<file path="src/rtl/lc3b_types.sv">
// Shared LC-3b cache types.
// Geometry: 2 ways, 8 sets, 128-bit lines.
package lc3b_types;

    typedef logic [2:0] lc3b_index;
    typedef logic       lc3b_way;

    typedef enum logic [1:0] {
        IDLE      = 2'd0,
        WRITEBACK = 2'd1,
        ALLOCATE  = 2'd2
    } cache_state_t;

endpackage

</file>
<file path="src/rtl/cache_control.sv">
// Write-back 2-way cache controller.
// Hit/miss decision, victim write-back and line fill.
module cache_control
    import lc3b_types::*;
(
    input  logic clk,
    input  logic reset,
    input  logic mem_read,
    input  logic mem_write,
    input  logic hit0,
    input  logic hit1,
    input  logic dirty0,
    input  logic dirty1,
    input  logic lru_out,
    input  logic pmem_resp,
    output logic mem_resp,
    output logic pmem_read,
    output logic pmem_write,
    output logic way_sel,
    output logic load_data,
    output logic data_src,
    output logic load_tag,
    output logic load_valid,
    output logic set_dirty,
    output logic clear_dirty,
    output logic load_lru,
    output logic lru_in,
    output logic pmem_addr_sel
);

    cache_state_t r_state;
    cache_state_t w_next;
    lc3b_way      r_victim;
    logic         w_req;
    logic         w_hit;
    lc3b_way      w_hit_way;
    logic         w_victim_dirty;

    assign w_req          = mem_read | mem_write;
    assign w_hit          = hit0 | hit1;
    // Way 0 wins if both ways claim a hit.
    assign w_hit_way      = hit0 ? 1'b0 : 1'b1;
    assign w_victim_dirty = lru_out ? dirty1 : dirty0;

    // State register; victim is latched only on miss detection in IDLE.
    always_ff @(posedge clk) begin
        if (reset) begin
            r_state  <= IDLE;
            r_victim <= 1'b0;
        end else begin
            r_state <= w_next;
            if (r_state == IDLE && w_req && !w_hit) begin
                r_victim <= lru_out;
            end
        end
    end

    // Next-state and output decode; everything is held low during reset.
    always_comb begin
        w_next        = r_state;
        mem_resp      = 1'b0;
        pmem_read     = 1'b0;
        pmem_write    = 1'b0;
        way_sel       = 1'b0;
        load_data     = 1'b0;
        data_src      = 1'b0;
        load_tag      = 1'b0;
        load_valid    = 1'b0;
        set_dirty     = 1'b0;
        clear_dirty   = 1'b0;
        load_lru      = 1'b0;
        lru_in        = 1'b0;
        pmem_addr_sel = 1'b0;
        if (!reset) begin
            unique case (r_state)
                IDLE: begin
                    if (w_req) begin
                        if (w_hit) begin
                            mem_resp = 1'b1;
                            way_sel  = w_hit_way;
                            load_lru = 1'b1;
                            lru_in   = ~w_hit_way;
                            if (mem_write) begin
                                load_data = 1'b1;
                                set_dirty = 1'b1;
                            end
                        end else if (w_victim_dirty) begin
                            w_next = WRITEBACK;
                        end else begin
                            w_next = ALLOCATE;
                        end
                    end
                end
                WRITEBACK: begin
                    pmem_write    = 1'b1;
                    pmem_addr_sel = 1'b1;
                    way_sel       = r_victim;
                    if (pmem_resp) begin
                        // A dropped request skips the fill.
                        w_next = w_req ? ALLOCATE : IDLE;
                    end
                end
                ALLOCATE: begin
                    pmem_read = 1'b1;
                    way_sel   = r_victim;
                    if (pmem_resp) begin
                        load_data   = 1'b1;
                        data_src    = 1'b1;
                        load_tag    = 1'b1;
                        load_valid  = 1'b1;
                        clear_dirty = 1'b1;
                        w_next      = IDLE;
                    end
                end
                default: begin
                    w_next = IDLE;
                end
            endcase
        end
    end

endmodule

</file>
<file path="config.mk">
export PLATFORM = sky130hd
export DESIGN_NAME = cache_control
export DESIGN_NICKNAME = d
export VERILOG_FILES = /design/src/rtl/lc3b_types.sv /design/src/rtl/cache_control.sv
export SDC_FILE = /design/constraint.sdc
export NUM_CORES = 1
export LEC_CHECK = 0
export CAP_MARGIN = 20
export CORE_AREA = 2 2 39 41
export CTS_CLUSTER_SIZE = 24
export DETAILED_ROUTE_END_ITERATION = 10
export DIE_AREA = 0 0 41 43
export GPL_ROUTABILITY_DRIVEN = 0
export PLACE_DENSITY_LB_ADDON = 0.08
export SYNTH_ARGS = -nofsm -noshare
export SYNTH_HDL_FRONTEND = slang
export SYNTH_SLANG_ARGS = --single-unit
</file>
<file path="constraint.sdc">
create_clock -name clk -period 4.66 [get_ports clk]
set_clock_uncertainty 0.05 [all_clocks]
set_input_delay 1.398 -clock clk [delete_from_list [all_inputs] [get_ports clk]]
set_output_delay 1.398 -clock clk [all_outputs]
set_load 0.02 [all_outputs]
</file>
==> results.toml <==
[outcome]
outcome = "completed"

[power_and_ir_drop]
ir_drop_mv = 0.1291
powerDensity_nw_per_um2 = 263.3
p_leak_nw = 0.2302

[floorplan]
row_count = 14
io_pins = 23
core_area_um2 = 1384
fp.dieW_um = 41
fp.dieH_um = 43
initial_core_util_pct = 25.23
dieArea_um2 = 1763

[timing]
setup_violations = 0
rsz0062_at_grt = "no"
worstMarginPinSlew_ns = 0.2402
fin_crit_sh_pct = 96.03
drv_slew = 0
timing.fmax_ghz = 0.2235
hold_viol = 0
finalCriticalPeriod_ns = 4.475
tns_ns = 0
timing.slew.headroom_pct = 83.86

[logic_synthesis]
synth_area_leader_cell = "dfxtp_1"
synth_compound_area_share_pct = 12.19
synth_top_family_by_area = "simple AND/OR/NAND/NOR gates"
netlist_area_um2 = 349.1
yosys.area_share.adder_pct = 14.34
yosysTopAreaCellShare_pct = 17.20
ys_warn_count = 0
netlist_instances = 44
syn_area_per_cell_um2 = 7.934
synth.area.mux_share_pct = 7.168
synth_area_leaders = "dfxtp_1 (17%), ha_1 (14%), buf_4 (13%)"
synth_xor_area_share_pct = 0
synth-simple-area-share_pct = 32.97
yosysUniqueCellTypes = 21
yosysSeqAreaShare_pct = 17.20
synth-seq-cells = 3
synthesis.nets = 58

[detailed_routing]
post_drt_wl_per_cell_um = 9.415
dr.pass1.iters = 3
routed_wl_um = 772
final_antenna_net_count = 0
vias_per_cell = 4.390
drt_iter0_drc = 1
drc = 0
vias = 360

[clocking]
clk_latency_ns = 0.23
clk_pin_slew_worst_paths_ns = 0.04
cts_made_buffers = 3
cts_tree = "yes"
cts_sinks = 3
root_buffer = "clkbuf_4"
hold_buffers = 0
clockBufferDepth = 2
cts_htree_levels = 1
post-cts-setup-buffer-count = 0
ctsResizeCount = 0

[finish]
drive_gt1_share_pct = 13.64
post-route-util_pct = 42.31
layout_common_cells = "clkdlybuf4s50_1 (22), nor2_1 (4), nor3_1 (4), ha_1 (4)"
antennaDiodeCount = 0
syn2layout_area_growth_pct = 67.74
multiInputGateArea_um2 = 232.7
ff_latch_area_um2 = 60.06
final_common_cell = "clkdlybuf4s50_1"
fillers = 149
nets = 81

[setup_path]
crit_path_end_kind = "output pin"
path_max_fanout = 3
arrival_ns = 3.03
cp_data_required_time_ns = 3.21
path_class = "in2out"
critPathLaunchType = "primary input"

[run]
maxCapViolCount = 0

[grt]
antenna_found_initial = 0
grt_usage_pct = 11.12
grt_max_degree = 7
grt_pass1_wl_um = 1283
grt.overflow.total = 0
grt_pass1_vias = 333

[placed_design]
portBuffers = 22
dp_hpwl_um = 645.3

[min_path]
hold_class = "reg2reg"
-- flip-flops by register name, indices dropped and copies added, names as in the netlist --
register  cells
r_state       2
r_victim      1
-- worst paths after layout --
kind | startpoint | endpoint | slack (ns) | cells after the start
max | mem_write | way_sel | 0.19 | 6
min | r_victim$_SDFFE_PP0P_ | r_victim$_SDFFE_PP0P_ | 0.45 | 2
max reg2reg | r_state[0]$_SDFFE_PP0P_ | r_victim$_SDFFE_PP0P_ | 3.22 | 7
min reg2reg | r_victim$_SDFFE_PP0P_ | r_victim$_SDFFE_PP0P_ | 0.45 | 2
-- worst max-delay path: stages --
cell and delay (ns):
clkdlybuf4s50_1 0.50, o21ai_1 0.10, nor3b_1 0.21, a21oi_1 0.06
nor3_1 0.14, clkdlybuf4s50_1 0.63
-- layer usage --
| metal | wire, um | track usage (%) | vias up |
|---|---|---|---|
| met4 | 8 | 10.00 | 0 |
| met5 | 0 | 0 | - |
| met2 | 369 | 16.25 | 12 |
| met3 | 39 | 3.141 | 2 |
| met1 | 354 | 12.14 | 160 |
| li1 | - | - | 186 |
-- cell usage after synthesis, drive strengths merged --
cell type  number
mux2i           1
nand3b          1
nor3            5
buf             6
inv             3
mux2            1
nor2b           2
nor2            4
a21oi           3
and2            1
nand2           1
or2             2
nor3b           3
ha              4
o21ai           3
o2bb2ai         1
dfxtp           3
-- power by group --
group	internal, mW	total (mW)	switching (mW)
clock network	0.0320	0.0448	0.0128
registers	0.0288	0.0309	0.00213
logic	0.0405	0.0784	0.0379
-- layout make-up --
type | count | area share (%)
Sequential cell | 3 | 10.26
Clock buffer | 4 | 4.487
Tap cell | 16 | 3.419
Multi-Input combinational cell | 32 | 39.74
Timing Repair Buffer | 24 | 40.17
Inverter | 3 | 1.923
-- logic make-up after synthesis --
group                    after synthesis
AO/OA/AOI/OAI                          7
adder cells (fa/ha/maj)                4
buffers and inverters                  9
flip-flops                             3
multiplexers                           2
AND/OR/NAND/NOR                       19
-- metrics by stage --
stage / power, mW / hold slack [ns] / instances / worst slack (ns) / instance area, um2
finish: 0.1542 / 0.4479 / 82 / 0.1851 / 585.6
global route: 0.1693 / 0.5117 / 82 / 0.05140 / 585.6
CTS: 0.1581 / 0.4521 / 82 / 0.1685 / 585.6
detailed placement: 0.1106 / 0.4442 / 78 / 0.1956 / 559.3
global placement: 0.1105 / 0.4381 / 78 / 0.1790 / 559.3
floorplan: 0.07982 / 0.4107 / 44 / 0.7084 / 349.1
(Power assumes the default switching activity.)
